<file path="config.mk">
export PLATFORM = sky130hd
export DESIGN_NAME = alu_issue_decoder_flat
export DESIGN_NICKNAME = d
export VERILOG_FILES = /design/src/rtl/alu_issue_if.sv /design/src/rtl/alu_issue_decoder.sv /design/src/flat_wrapper.sv
export SDC_FILE = /design/constraint.sdc
export NUM_CORES = 1
export LEC_CHECK = 0
export ABC_AREA = 1
export CELL_PAD_IN_SITES_DETAIL_PLACEMENT = 0
export CELL_PAD_IN_SITES_GLOBAL_PLACEMENT = 2
export CORE_MARGIN = 4
export CORE_UTILIZATION = 21
export CTS_CLUSTER_DIAMETER = 30
export DETAILED_ROUTE_END_ITERATION = 8
export GPL_ROUTABILITY_DRIVEN = 0
export PLACE_DENSITY = 0.75
export SETUP_SLACK_MARGIN = 0.15
export SLEW_MARGIN = 10
export SYNTH_ARGS = -nofsm -noshare
export SYNTH_HDL_FRONTEND = slang
export SYNTH_SLANG_ARGS = --single-unit
</file>
<file path="constraint.sdc">
create_clock -name clk -period 1.05 [get_ports clk]
set_input_delay 0.2625 -clock clk [delete_from_list [all_inputs] [get_ports clk]]
set_output_delay 0.2625 -clock clk [all_outputs]
set_load 0.05 [all_outputs]
</file>
<file path="src/rtl/alu_issue_if.sv">
// Instruction handshake, decoded ALU controls and ALU feedback between fetch/ALU and alu_issue_decoder.
// master = fetch/ALU side, slave = decoder side.
interface alu_issue_if;
  logic       in_valid;
  logic [8:0] in_inst;
  logic       in_ready;
  logic       issue_valid;
  logic       ri_type;
  logic [2:0] op;
  logic [1:0] op2;
  logic [1:0] rd;
  logic [1:0] rs;
  logic [7:0] imm8;
  logic       shift_dir;
  logic       word_sel;
  logic       carry_in;
  logic       overflow_in;
  logic       reg_write;
  logic [1:0] wr_addr;
  logic       branch_take;
  logic       illegal;
  logic       alu_carry;
  logic       alu_ovf;
  logic       alu_zero;
  logic       c_flag;
  logic       v_flag;

  modport master (
    output in_valid, in_inst, alu_carry, alu_ovf, alu_zero,
    input  in_ready, issue_valid, ri_type, op, op2, rd, rs, imm8, shift_dir, word_sel,
           carry_in, overflow_in, reg_write, wr_addr, branch_take, illegal, c_flag, v_flag
  );

  modport slave (
    input  in_valid, in_inst, alu_carry, alu_ovf, alu_zero,
    output in_ready, issue_valid, ri_type, op, op2, rd, rs, imm8, shift_dir, word_sel,
           carry_in, overflow_in, reg_write, wr_addr, branch_take, illegal, c_flag, v_flag
  );
endinterface

</file>
<file path="src/rtl/alu_issue_decoder.sv">
// ALU issue front end: decodes 9-bit instructions into registered ALU controls and owns C/V flags.
// ALU_ISSUE_WIDE_SHIFT_EN selects the two-beat 16-bit shift; undefined gives a single-beat shift.
module alu_issue_decoder (
  input  logic       clk,
  input  logic       reset,
  alu_issue_if.slave bus
);

`ifdef ALU_ISSUE_WIDE_SHIFT_EN
  typedef enum logic [1:0] {IDLE = 2'd0, ISSUE = 2'd1, SHIFT_B = 2'd2} state_t;
`else
  typedef enum logic [1:0] {IDLE = 2'd0, ISSUE = 2'd1} state_t;
`endif

  state_t     state_r, next_state_s;
  logic       accept_s;
  logic       dec_itype_s, dec_shift_s, dec_add_s, dec_beqz_s;
  logic       dec_reg_write_s, dec_illegal_s, dec_hi_first_s;
  logic [2:0] dec_op_s;
  logic [1:0] dec_op2_s, dec_rd_s, dec_rs_s, dec_wr_addr_s;

  logic       in_ready_r, issue_valid_r, ri_type_r, shift_dir_r, word_sel_r;
  logic       reg_write_r, illegal_r, add_cin_r, is_add_r, is_beqz_r, is_shift_r;
  logic [2:0] op_r;
  logic [1:0] op2_r, rd_r, rs_r, wr_addr_r;
  logic [7:0] imm8_r;
  logic       c_flag_r, v_flag_r;

  assign accept_s = bus.in_valid & in_ready_r;

  // Instruction field decode for the word on the handshake
  always_comb begin
    dec_itype_s     = bus.in_inst[8];
    dec_op_s        = bus.in_inst[7:5];
    dec_op2_s       = bus.in_inst[7:6];
    dec_rs_s        = bus.in_inst[2:1];
    dec_rd_s        = dec_itype_s ? bus.in_inst[5:4] : bus.in_inst[4:3];
    dec_shift_s     = 1'b0;
    dec_add_s       = 1'b0;
    dec_beqz_s      = 1'b0;
    dec_reg_write_s = 1'b0;
    dec_illegal_s   = 1'b0;
    if (dec_itype_s) begin
      case (dec_op2_s)
        2'b00:   dec_beqz_s = 1'b1;
        2'b01:   dec_reg_write_s = 1'b1;
        default: dec_illegal_s = 1'b1;
      endcase
    end else begin
      case (dec_op_s)
        3'b001:  begin dec_add_s = 1'b1; dec_reg_write_s = 1'b1; end
        3'b101:  begin dec_shift_s = 1'b1; dec_reg_write_s = 1'b1; end
        3'b111:  dec_illegal_s = 1'b1;
        default: dec_reg_write_s = 1'b1;
      endcase
    end
`ifdef ALU_ISSUE_WIDE_SHIFT_EN
    // a right shift starts on the high word so its carry flows down into the low word
    dec_hi_first_s = dec_shift_s & bus.in_inst[0];
`else
    dec_hi_first_s = 1'b0;
`endif
    dec_wr_addr_s = dec_hi_first_s ? dec_rs_s : dec_rd_s;
  end

  // FSM state register
  always_ff @(posedge clk or posedge reset) begin
    if (reset) state_r <= IDLE;
    else       state_r <= next_state_s;
  end

  // FSM next-state logic
  always_comb begin
    next_state_s = state_r;
    case (state_r)
      IDLE:    if (accept_s) next_state_s = ISSUE; else next_state_s = IDLE;
`ifdef ALU_ISSUE_WIDE_SHIFT_EN
      ISSUE:   if (is_shift_r) next_state_s = SHIFT_B;
               else if (accept_s) next_state_s = ISSUE;
               else next_state_s = IDLE;
      SHIFT_B: if (accept_s) next_state_s = ISSUE; else next_state_s = IDLE;
`else
      ISSUE:   if (accept_s) next_state_s = ISSUE; else next_state_s = IDLE;
`endif
      default: next_state_s = IDLE;
    endcase
  end

  // Registered ALU control fields, loaded on accept and swapped for shift beat B
  always_ff @(posedge clk or posedge reset) begin
    if (reset) begin
      in_ready_r    <= 1'b0;
      issue_valid_r <= 1'b0;
      ri_type_r     <= 1'b0;
      op_r          <= 3'd0;
      op2_r         <= 2'd0;
      rd_r          <= 2'd0;
      rs_r          <= 2'd0;
      imm8_r        <= 8'd0;
      shift_dir_r   <= 1'b0;
      word_sel_r    <= 1'b0;
      wr_addr_r     <= 2'd0;
      reg_write_r   <= 1'b0;
      illegal_r     <= 1'b0;
      add_cin_r     <= 1'b0;
      is_add_r      <= 1'b0;
      is_beqz_r     <= 1'b0;
      is_shift_r    <= 1'b0;
    end else begin
`ifdef ALU_ISSUE_WIDE_SHIFT_EN
      in_ready_r <= ~(accept_s & dec_shift_s);
`else
      in_ready_r <= 1'b1;
`endif
      if (accept_s) begin
        issue_valid_r <= 1'b1;
        ri_type_r     <= dec_itype_s;
        op_r          <= dec_op_s;
        op2_r         <= dec_op2_s;
        rd_r          <= dec_rd_s;
        rs_r          <= dec_rs_s;
        imm8_r        <= {4'b0000, bus.in_inst[3:0]};
        shift_dir_r   <= bus.in_inst[0];
        word_sel_r    <= dec_hi_first_s;
        wr_addr_r     <= dec_wr_addr_s;
        reg_write_r   <= dec_reg_write_s;
        illegal_r     <= dec_illegal_s;
        add_cin_r     <= dec_add_s & bus.in_inst[0];
        is_add_r      <= dec_add_s;
        is_beqz_r     <= dec_beqz_s;
        is_shift_r    <= dec_shift_s;
`ifdef ALU_ISSUE_WIDE_SHIFT_EN
      end else if (next_state_s == SHIFT_B) begin
        issue_valid_r <= 1'b1;
        reg_write_r   <= 1'b1;
        illegal_r     <= 1'b0;
        word_sel_r    <= ~word_sel_r;
        wr_addr_r     <= word_sel_r ? rd_r : rs_r;
`endif
      end else begin
        issue_valid_r <= 1'b0;
        reg_write_r   <= 1'b0;
        illegal_r     <= 1'b0;
      end
    end
  end

  // Architectural flags, written on the edge that closes the owning beat
  always_ff @(posedge clk or posedge reset) begin
    if (reset) begin
      c_flag_r <= 1'b0;
      v_flag_r <= 1'b0;
    end else begin
      if (issue_valid_r && is_add_r) v_flag_r <= bus.alu_ovf;
      if (issue_valid_r && is_shift_r && state_r == ISSUE) c_flag_r <= bus.alu_carry;
    end
  end

  assign bus.in_ready    = in_ready_r;
  assign bus.issue_valid = issue_valid_r;
  assign bus.ri_type     = ri_type_r;
  assign bus.op          = op_r;
  assign bus.op2         = op2_r;
  assign bus.rd          = rd_r;
  assign bus.rs          = rs_r;
  assign bus.imm8        = imm8_r;
  assign bus.shift_dir   = shift_dir_r;
  assign bus.word_sel    = word_sel_r;
  assign bus.carry_in    = c_flag_r;
  assign bus.overflow_in = add_cin_r & v_flag_r;
  assign bus.reg_write   = reg_write_r;
  assign bus.wr_addr     = wr_addr_r;
  assign bus.branch_take = issue_valid_r & is_beqz_r & bus.alu_zero;
  assign bus.illegal     = illegal_r;
  assign bus.c_flag      = c_flag_r;
  assign bus.v_flag      = v_flag_r;

endmodule

</file>
<file path="src/flat_wrapper.sv">
// flat-port wrapper written by rule: the top's interface ports become plain ports
module alu_issue_decoder_flat 
  (clk, reset, bus_in_valid, bus_in_inst, bus_alu_carry, bus_alu_ovf, bus_alu_zero, bus_in_ready, bus_issue_valid, bus_ri_type, bus_op, bus_op2, bus_rd, bus_rs, bus_imm8, bus_shift_dir, bus_word_sel, bus_carry_in, bus_overflow_in, bus_reg_write, bus_wr_addr, bus_branch_take, bus_illegal, bus_c_flag, bus_v_flag);
  alu_issue_if bus_i ();
  input  logic clk;
  input  logic reset;
  input wire logic [$bits(bus_i.in_valid)-1:0] bus_in_valid;
  input wire logic [$bits(bus_i.in_inst)-1:0] bus_in_inst;
  input wire logic [$bits(bus_i.alu_carry)-1:0] bus_alu_carry;
  input wire logic [$bits(bus_i.alu_ovf)-1:0] bus_alu_ovf;
  input wire logic [$bits(bus_i.alu_zero)-1:0] bus_alu_zero;
  output wire logic [$bits(bus_i.in_ready)-1:0] bus_in_ready;
  output wire logic [$bits(bus_i.issue_valid)-1:0] bus_issue_valid;
  output wire logic [$bits(bus_i.ri_type)-1:0] bus_ri_type;
  output wire logic [$bits(bus_i.op)-1:0] bus_op;
  output wire logic [$bits(bus_i.op2)-1:0] bus_op2;
  output wire logic [$bits(bus_i.rd)-1:0] bus_rd;
  output wire logic [$bits(bus_i.rs)-1:0] bus_rs;
  output wire logic [$bits(bus_i.imm8)-1:0] bus_imm8;
  output wire logic [$bits(bus_i.shift_dir)-1:0] bus_shift_dir;
  output wire logic [$bits(bus_i.word_sel)-1:0] bus_word_sel;
  output wire logic [$bits(bus_i.carry_in)-1:0] bus_carry_in;
  output wire logic [$bits(bus_i.overflow_in)-1:0] bus_overflow_in;
  output wire logic [$bits(bus_i.reg_write)-1:0] bus_reg_write;
  output wire logic [$bits(bus_i.wr_addr)-1:0] bus_wr_addr;
  output wire logic [$bits(bus_i.branch_take)-1:0] bus_branch_take;
  output wire logic [$bits(bus_i.illegal)-1:0] bus_illegal;
  output wire logic [$bits(bus_i.c_flag)-1:0] bus_c_flag;
  output wire logic [$bits(bus_i.v_flag)-1:0] bus_v_flag;
  assign bus_i.in_valid = bus_in_valid;
  assign bus_i.in_inst = bus_in_inst;
  assign bus_i.alu_carry = bus_alu_carry;
  assign bus_i.alu_ovf = bus_alu_ovf;
  assign bus_i.alu_zero = bus_alu_zero;
  assign bus_in_ready = bus_i.in_ready;
  assign bus_issue_valid = bus_i.issue_valid;
  assign bus_ri_type = bus_i.ri_type;
  assign bus_op = bus_i.op;
  assign bus_op2 = bus_i.op2;
  assign bus_rd = bus_i.rd;
  assign bus_rs = bus_i.rs;
  assign bus_imm8 = bus_i.imm8;
  assign bus_shift_dir = bus_i.shift_dir;
  assign bus_word_sel = bus_i.word_sel;
  assign bus_carry_in = bus_i.carry_in;
  assign bus_overflow_in = bus_i.overflow_in;
  assign bus_reg_write = bus_i.reg_write;
  assign bus_wr_addr = bus_i.wr_addr;
  assign bus_branch_take = bus_i.branch_take;
  assign bus_illegal = bus_i.illegal;
  assign bus_c_flag = bus_i.c_flag;
  assign bus_v_flag = bus_i.v_flag;
  alu_issue_decoder u_core (.clk(clk), .reset(reset), .bus(bus_i));
endmodule
</file>
==> Word-level counts from Yosys, hierarchy flattened <==
Cells that the tools add are included.
{ "totals": {"ff_bits": 27, "input_bits": 15, "out_inout_bits": 31, "word_cells": 53} }
{ "classes": {"n_eq_ne": 5, "muxes": 18, "bitwise_logic": 5, "n_reduce_logical": 7} }
{ "ops": {"columns": ["op", "count"], "rows": [
  ["$mux 1", 16],
  ["$eq 3x3->1 const B", 2],
  ["$and 1x1->1", 5],
  ["$eq 2x1->1 const B", 2],
  ["$logic_not 2->1", 2],
  ["$mux 2", 2],
  ["$reduce_or 2->1", 2],
  ["$eq 3x1->1 const B", 1],
  ["$logic_and 1x1->1", 3]
]} }

==> Longest topological paths before layout <==
Gate-level depths: netlist (run 1).
{ "depth": {"word_depth": 5, "ltp_mapped": 5, "ltp_nobuf": 4} }

==> Least setup slack after synthesis (run 1) <==
No wires, ideal clock.
{ "synth_path": {"path_type": "reg2out", "start": "reg u_core.state_r[0] (netlist name)", "end": "out bus_branch_take", "t_arrival_ns": 1.212, "required_time_ns": 0.787, "path_slack_ns": -0.424, "path_stages_with_launch": 2, "n_path_buf": 0, "cell_sequence": "dfrtp_1 and3_1"} }
{ "synth_rtl": {"columns": ["item", "line_no", "text"], "rows": [
  ["to (decl)", "flat_wrapper.sv:26", "output wire logic [$bits(bus_i.branch_take)-1:0] bus_branch_take;"]
]} }

==> Worst setup path after layout (run 1) <==
{ "layout_path": {"start": "reg u_core.v_flag_r, in the netlist u_core.bus.v_flag", "end": "out bus_overflow_in"} }
{ "layout_between": {"elab_chain_len": 1} }
{ "layout_rtl": {"columns": ["item", "line_no", "text"], "rows": [
  ["from (decl)", "alu_issue_decoder.sv:27", "logic c_flag_r, v_flag_r;"],
  ["from (signal assigned)", "alu_issue_decoder.sv:154", "if (issue_valid_r && is_add_r) v_flag_r <= bus.alu_ovf;"],
  ["$and 1x1->1", "alu_issue_decoder.sv:170", "assign bus.overflow_in = add_cin_r & v_flag_r;"],
  ["to (decl)", "flat_wrapper.sv:23", "output wire logic [$bits(bus_i.overflow_in)-1:0] bus_overflow_in;"]
]} }
No other way between the ends.

==> summary.txt, run 1 <==
Worst path top cell family by delay = flip-flops
area leader, netlist = dfrtp_1
Setup Viol. Count Final = 26
Overflow after GRT = 0
Reg clk slew, reported paths = 0.07 ns
syn avg cell area = 8.494 sq um
Synth warnings = 0
final WL = 2594 um
Die Ht = 74.40 um
I/O pins = 46
final core utilization = 46.20%
R2R depth = 6
CP max FO = 2
placed cells = 192
first-pass GRT wire length = 4098 um
Synth Instances = 109
worst path cell trace = nand2_2 > clkinvlp_4 > buf_12
Synth top area share = 54.05%
fmax = 0.8026 GHz
Final WS setup = -0.1960 ns
outcome = complete, but fails checks
num rows = 23
total CTS buffers = 3
Netlist Area Pre-Place = 925.9 sq um
synth unique cells = 14
Async S/R FF share, synth = 100.0%
Data arrival, critical path = 0.98 ns
DPL Wire Length = 1737 um
Worst setup EP type = output pin
WS Path Type = reg -> out
PD cells = 1556 mW/mm^2
clk root buf = clkbuf_8
Area Growth Syn to Fin = 106.8%
Die X = 74.40 um
Worst Path Buf+Inv = 2
fillcell total = 391
Vias = 848
number of global-route vias before repair = 848
Worst Setup Start Kind = flip-flop
Leak = 0.8899 nW
CTS tree = yes
initial antenna violation count = 0
max reg flops = 3
Slew Limit Fails = 0
failing checks = negative setup slack
H-tree depth = 1
Post-synth top cells = nand2_1 (40), dfrtp_1 (20), buf_4 (14), inv_1 (8), nand3_1 (7)
Max Cap Viol = 0
Seq/Total Area, Yosys = 54.05%
Final Non-Filler Cells = 210
synth top area cells = dfrtp_1 (54%), nand2_1 (16%), buf_4 (11%), nand3_1 (3.8%), inv_1 (3.2%)
CP Launch Point = u_core.bus.v_flag
largest net degree at the start of global routing = 21
Via density = 4.038
worst IR drop on VDD = 0.4478 mV
setup TNS = -2.322 ns
CP Depth = 3
slowest library cell on the worst path = dfrtp_2
Hold Vio Cnt, Final = 0
Hold WS = 0.3231 ns
antenna-violating nets left = 0
CP max stage delay = 0.41 ns
top-count cell post-synth = nand2_1
layout cells sized above 1 = 55.63%
initial drt markers = 57
ys flop type = dfrtp_1
Clock Skew = 0.008284 ns
hold_buf cts = 0
Tmin final = 1.246 ns
First-pass DRT Iterations = 4
Setup WS pre-CTS = -0.2803 ns
EDFF count, synth = 0
Reg2Reg Setup Slack = 0.02 ns
DRC = 0
core area = 0.004144 sq mm
RR Startpoint = u_core.bus.in_ready
worst endpoint required time = 0.79 ns
final worst-path cycle share = 118.7%
port buffer count = 40
CP endpoint = bus_overflow_in
Sink Count = 20
worst skew pair latency = 0.26 ns
number of diodes = 0
Worst R2R End = u_core.is_shift_r
RSZ-0062 raised after global routing = true
routed len/inst = 12.35 um
Max Root-Sink Buffers = 2
final net count = 176
DIE AREA = 0.005535 sq mm
Worst Hold Class = in -> async
Yosys reg bits = 20
Starting Density = 22.34%
GRT Overall Usage = 9.997%
## worst reg2reg max path, delay by kind of cell, from the launching register on
kind	cells	cell delay, ns
buffers and inverters	2	0.29
DFF	1	0.39
and+or+nand+nor	4	0.30
## final cells by class
type                       count  area (sq um)  share of cell area (%)
clock buffer                   4         45.04                   2.353
inverter                       9         45.04                   2.353
multi-input combinational     70         407.9                   21.31
sequential                    20         514.2                   26.86
tap                           50         62.56                   3.268
timing repair buffer          57         839.6                   43.86
## metal layers
layer	vias to the layer above	GRT usage, %	wire length, um	part of all wire [%]
li1	415	-	-	-
met1	395	12.48	1075	41
met2	33	16.20	1257	48
met3	5	2.432	215	8.3
met4	0	4.743	46	1.8
met5	-	0	0	0
## repair_timing
action | CTS | global route
resized for setup | 39 | 5
pin swaps | 8 | 2
endpoints found under the setup margin | 43 | 44
gates cloned | 2 | 0
buffers inserted | 8 | 4
## metrics by stage
step	area (sq um)	total power, mW
6_report	1914	2.978
5_1_grt	1914	3.119
4_1_cts	1871	2.982
3_5_place_dp	1627	2.373
3_3_place_gp	1627	2.362
2_1_floorplan	1045	1.777
## logic make-up after synthesis
group / after synthesis / share of synthesized area (%)
AND/OR/NAND/NOR: 56 / 24.46
other: 2 / 0.8111
AO/OA/AOI/OAI: 6 / 3.242
buffers and inverters: 25 / 17.43
flip-flops: 20 / 54.05
## worst min path at each step
stage / from / to / slack (ns) / cells after the start
final: reset / u_core.bus.reg_write / 0.32 / 3
after global routing: reset / u_core.bus.imm8[3] / 0.35 / 3
after CTS: reset / u_core.bus.imm8[3] / 0.33 / 3
after detailed placement: u_core.is_beqz_r / u_core.is_beqz_r / 0.48 / 2
after global placement: u_core.is_beqz_r / u_core.is_beqz_r / 0.48 / 2
after floorplan: reset / u_core.add_cin_r / 0.23 / 1
## cell usage in the layout (no fill, tap or decap), types with 4 or more instances in the layout
cell,count
nand2_2,14
o21ai_1,4
nand2_1,26
nand3_2,4
clkdlybuf4s50_1,9
inv_1,5
buf_6,8
buf_4,7
conb_1,6
buf_12,28
dfrtp_2,11
dlygate4sd2_1,4
dfrtp_1,9
nor2_2,4
## power breakdown
group | switching (mW) | internal [mW] | total [mW]
combinational | 0.759 | 0.695 | 1.45
sequential | 0.133 | 0.875 | 1.01
clock | 0.246 | 0.270 | 0.516
No activity file was read; power rests on OpenSTA's default activity.
==> run 2, diff against run 1 <==
- CORE_MARGIN: 4 -> unset
- MAX_ROUTING_LAYER: unset -> met4
==> run 2 against run 1 <==
Net effect: the run still ends with negative setup slack left; clock power rose by 2%; maximum frequency rose by 0.55%; final area fell by 3.6%; routed wire length fell by 3.9%; total power fell by 1.1%; die area fell by 15%; cell count fell by 2.4%; setup slack improved by 0.0068 ns; critical endpoint unchanged; largest power group unchanged.
==> summary.txt, run 2 (synthesized netlist as in run 1, its figures left out) <==
outcome = complete, but fails checks
failing checks = negative setup slack
most frequent cells in the layout = nand2_1 (31), buf_12 (27), dfrtp_2 (11)
RSZ-0062 raised after global routing = true
placed cells = 192 (unchanged)
Power Total = 2.946 mW (-1.1%)
fmax = 0.8070 GHz (+0.55%)
Starting Density = 22.50% (+0.16 points)
Sink Count = 20 (unchanged)
Worst Setup Start Kind = flip-flop
Reg clk slew, reported paths = 0.07 ns (about the same)
first-pass GRT wire length = 3726 um (-9.1%)
DPL Wire Length = 1617 um (-6.9%)
Data arrival, critical path = 0.98 ns (about the same)
port buffer count = 40 (unchanged)
setup TNS = -2.340 ns (-0.01752 ns)
initial antenna violation count = 0 (unchanged)
worst endpoint required time = 0.79 ns (about the same)
final worst-path cycle share = 118.0% (-0.65 points)
worst skew pair latency = 0.26 ns (about the same)
Overflow after GRT = 0 (unchanged)
antenna-violating nets left = 0 (unchanged)
Setup Viol. Count Final = 27 (+3.8%)
number of diodes = 0 (unchanged)
H-tree depth = 1 (unchanged)
core area = 0.004115 sq mm (-0.69%)
number of global-route vias before repair = 779 (-8.1%)
clk root buf = clkbuf_8
Max Cap Viol = 0 (unchanged)
layout cells sized above 1 = 51.61% (-4.0 points)
num rows = 23 (unchanged)
Hold Vio Cnt, Final = 0 (unchanged)
Max Root-Sink Buffers = 2 (unchanged)
I/O pins = 46 (unchanged)
Hold WS = 0.3235 ns (+0.0003860 ns)
max reg flops = 3 (unchanged)
Final Non-Filler Cells = 205 (-2.4%)
final WL = 2492 um (-3.9%)
Worst setup EP type = output pin
DRC = 0 (unchanged)
hold_buf cts = 0 (unchanged)
Worst Hold Class = in -> async
Leak = 0.8613 nW (-3.2%)
commonest non-fill, non-tap cell in the layout = nand2_1
Area Growth Syn to Fin = 99.32%
routed len/inst = 12.16 um (-1.6%)
final net count = 171 (-2.8%)
Tmin final = 1.239 ns (-0.006779 ns)
Die Ht = 68.40 um (-8.1%)
Clock Skew = 0.004046 ns (-0.004237 ns)
WS Path Type = reg -> out
Final WS setup = -0.1892 ns (+0.006779 ns)
DIE AREA = 0.004679 sq mm (-15%)
total CTS buffers = 3 (unchanged)
First-pass DRT Iterations = 4 (unchanged)
Die X = 68.40 um (-8.1%)
fillcell total = 396 (+1.3%)
Vias = 845 (-0.35%)
GRT Overall Usage = 11.32% (+1.3 points)
register area = 514.2 sq um (unchanged)
Via density = 4.122 (+2.1%)
final core utilization = 44.85% (-1.3 points)
PD cells = 1596 mW/mm^2 (+2.6%)
CTS tree = yes
largest net degree at the start of global routing = 21 (unchanged)
initial drt markers = 24 (-58%)
CP max FO = 2 (unchanged)
area of the multi-input gates = 406.6 sq um (-0.31%)
worst IR drop on VDD = 0.4979 mV (+11%)
Slew Limit Fails = 0 (unchanged)
-- run 2: layout make-up --
type,count,share of cell area [%]
timing repair buffer,51,40.95
sequential,20,27.86
multi-input combinational,70,22.03
tap,50,3.390
inverter,9,2.712
clock buffer,4,2.441
timing repair inverter,1,0.6102
-- run 2: per-layer routing --
metal / global-route usage [%] / routed length (um)
met5: - / 0
met4: 3.906 / 28
met3: 2.500 / 173
met2: 17.65 / 1209
met1: 14.36 / 1080
-- run 2: final timing paths --
check	startpoint	to	slack (ns)	cells after the start
worst min register to register	u_core.add_cin_r	u_core.add_cin_r	0.51	2
worst min-delay path	reset	u_core.is_beqz_r	0.32	3
worst max register to register	u_core.bus.in_ready	u_core.is_add_r	0	5
max in group asynchronous	reset	u_core.state_r[0]	0.58	3
min in group clk	bus_in_inst[7]	u_core.is_beqz_r	0.47	4
worst max-delay path	u_core.bus.v_flag	bus_overflow_in	-0.19	3
-- run 2: critical path, cell delays in order (launching register included) --
cell	delay, ns
dfrtp_2	0.41
nand2_2	0.07
clkinvlp_4	0.09
buf_12	0.15
-- run 2: what timing repair did --
action | 4_1_cts | 5_1_grt
resized for setup | 22 | 16
endpoints found under the hold margin | 0 | 0
setup endpoints to repair | 43 | 41
pin swaps | 8 | 11
setup buffers | 1 | 5
gates cloned | 1 | 2
-- run 2: through the flow --
step	setup WS [ns]	area (sq um)
final	-0.1892	1846
after global placement	-0.2768	1627
after floorplan	-0.07390	1045
after global routing	-0.2380	1846
after CTS	-0.2047	1734
after detailed placement	-0.2971	1627
-- run 2: where the power goes --
part / switching [mW] / internal [mW]
Sequential: 0.131 / 0.875
Clock: 0.253 / 0.270
Combinational: 0.753 / 0.664
==> patch, RTL diff (flow settings as in run 2) <==
The option `ALU_ISSUE_WIDE_SHIFT_EN` is turned on by a define.
--- a/src/rtl/alu_issue_decoder.sv
+++ b/src/rtl/alu_issue_decoder.sv
@@ -1,5 +1,7 @@
 // ALU issue front end: decodes 9-bit instructions into registered ALU controls and owns C/V flags.
 // ALU_ISSUE_WIDE_SHIFT_EN selects the two-beat 16-bit shift; undefined gives a single-beat shift.
+`define ALU_ISSUE_WIDE_SHIFT_EN
+
 module alu_issue_decoder (
   input  logic       clk,
   input  logic       reset,
Formal check against the unedited RTL: not equivalent (a bounded check fails within 4 cycles, from zero or initial values and one cycle with reset high).
==> patch against run 2 <==
  * The flow still finishes with violations (setup timing)
  * Maximum frequency is 1.6% lower
  * Clock power is 11% higher
  * Routed wire length is 36% higher
  * Synthesized cell count is 35% higher
  * Sequential cell count is 5 higher
  * Critical path depth stayed put
  * Power is 11% higher
  * Setup slack worse by 0.020 ns
  * Cell count is 43% higher
  * Synthesized area is 29% higher
  * Cell area is 41% higher
==> patch: results (changes against run 2) <==
setup_path:
  reg2reg_setup_slack_ns: -0.11  # -0.11 ns
  timing.rr.end: "u_core.bus.wr_addr[1]"
finish:
  num-nets-final: 238  # +39%
  fillCellCount: 521  # +32%
timing:
  finalSetupViolCount: 44  # +63%
  final.setup.worst_slack_ns: -0.2095  # -0.02029 ns
  period_needed_ns: 1.259  # +0.02029 ns
  finalHoldWorstSlack_ns: 0.3215  # -0.002039 ns
power:
  internal_power_w: 0.002085  # +15%
  vdd_drop_max_v: 0.0007102  # +43%
  power.static_leakage_nw: 1.235  # +43%
  p_clk_w: 0.000580  # +11%
  seq_cell_power_w: 0.00119  # +18%
  power.total_w: 0.003280  # +11%
synth:
  synth_cell_types: 18  # +4
  ys_top_cells_by_area: "sky130_fd_sc_hd__dfrtp_1 52%, sky130_fd_sc_hd__nand2_1 17%, sky130_fd_sc_hd__buf_4 6.3%, sky130_fd_sc_hd__nand3_1 5.9%, sky130_fd_sc_hd__inv_1 4.4%"
global_route:
  grt_max_degree: 26  # +24%
  gr-usage-met1_pct: 16.08  # +1.7 points
  global_route.usage.met2_pct: 19.56  # +1.9 points
  total_routing_resource_utilization_after_global_routing_pct: 12.42  # +1.1 points
  grt_pass1_wl_um: 5664  # +52%
  groute.layer.met3.usage_pct: 3.059  # +0.56 points
place:
  dp_slack_ns: -0.4230  # -0.1259 ns
  place_hpwl_um: 2208  # +37%
  dpl_cell_area_sq_um: 2062  # +27%
  numPlacedInstances: 264  # +38%
detailed_routing:
  detailedRoute.firstPassIterationCount: 3  # -1
  met1_length_um: 1606  # +49%
  routed_wire_length_um: 3400  # +36%
  detailroute.wirelength.met3_um: 166  # -4.0%
  route.detailed.wl_per_inst_um: 11.56  # -4.9%
status:
  outcome: "finished, violations left"
  violated_checks: "setup timing"
cts:
  cts.clk_slew.worst_paths_ns: 0.09  # +0.02 ns
patch: cell types whose count changed after synthesis, moves of 2 or more:
| cell | before | now |
|---|---|---|
| sky130_fd_sc_hd__o21ai_1 | 0 | 5 |
| sky130_fd_sc_hd__inv_2 | 1 | 3 |
| sky130_fd_sc_hd__nor2_1 | 6 | 3 |
| sky130_fd_sc_hd__inv_1 | 8 | 14 |
| sky130_fd_sc_hd__nand2_1 | 40 | 55 |
| sky130_fd_sc_hd__dfrtp_1 | 20 | 25 |
| sky130_fd_sc_hd__a21oi_1 | 1 | 3 |
| sky130_fd_sc_hd__buf_4 | 14 | 10 |
| sky130_fd_sc_hd__nand3_1 | 7 | 14 |
patch: how the worst max path moves through the flow:
| stage | to | slack, ns | depth (start not counted) |
|---|---|---|---|
| finish | bus_overflow_in | -0.21 | 3 |
| global route | bus_overflow_in | -0.24 | 3 |
| CTS | bus_overflow_in | -0.22 | 3 |
| detailed placement | u_core.bus.wr_addr[1] | -0.42 | 7 |
| global placement | u_core.bus.wr_addr[1] | -0.43 | 7 |
| floorplan | bus_branch_take | -0.07 | 1 |
patch: final cells by class:
class	count	share of cell area, %
Timing Repair Buffer	81	42.97
Clock buffer	4	1.734
Sequential cell	25	24.61
Inverter	17	3.083
Multi-Input combinational cell	95	24.13
Tap cell	72	3.468
patch: what timing repair did:
item | 4_1_cts | 5_1_grt
gates resized for setup | 51 | 23
hold buffers | 0 | 0
setup buffers | 16 | 6
pin swaps | 18 | 15
cloned | 4 | 0
setup endpoints to repair | 50 | 51
patch: cells by family (layout without fill, tap and decap cells):
kind of cell | count (synthesis) | count (layout) | share of synthesized area (%)
compound gates | 13 | 13 | 5.561
other cells | 1 | 4 | 0.3145
flops | 25 | 25 | 52.47
simple gates | 78 | 78 | 27.70
buf+inv | 30 | 102 | 13.96
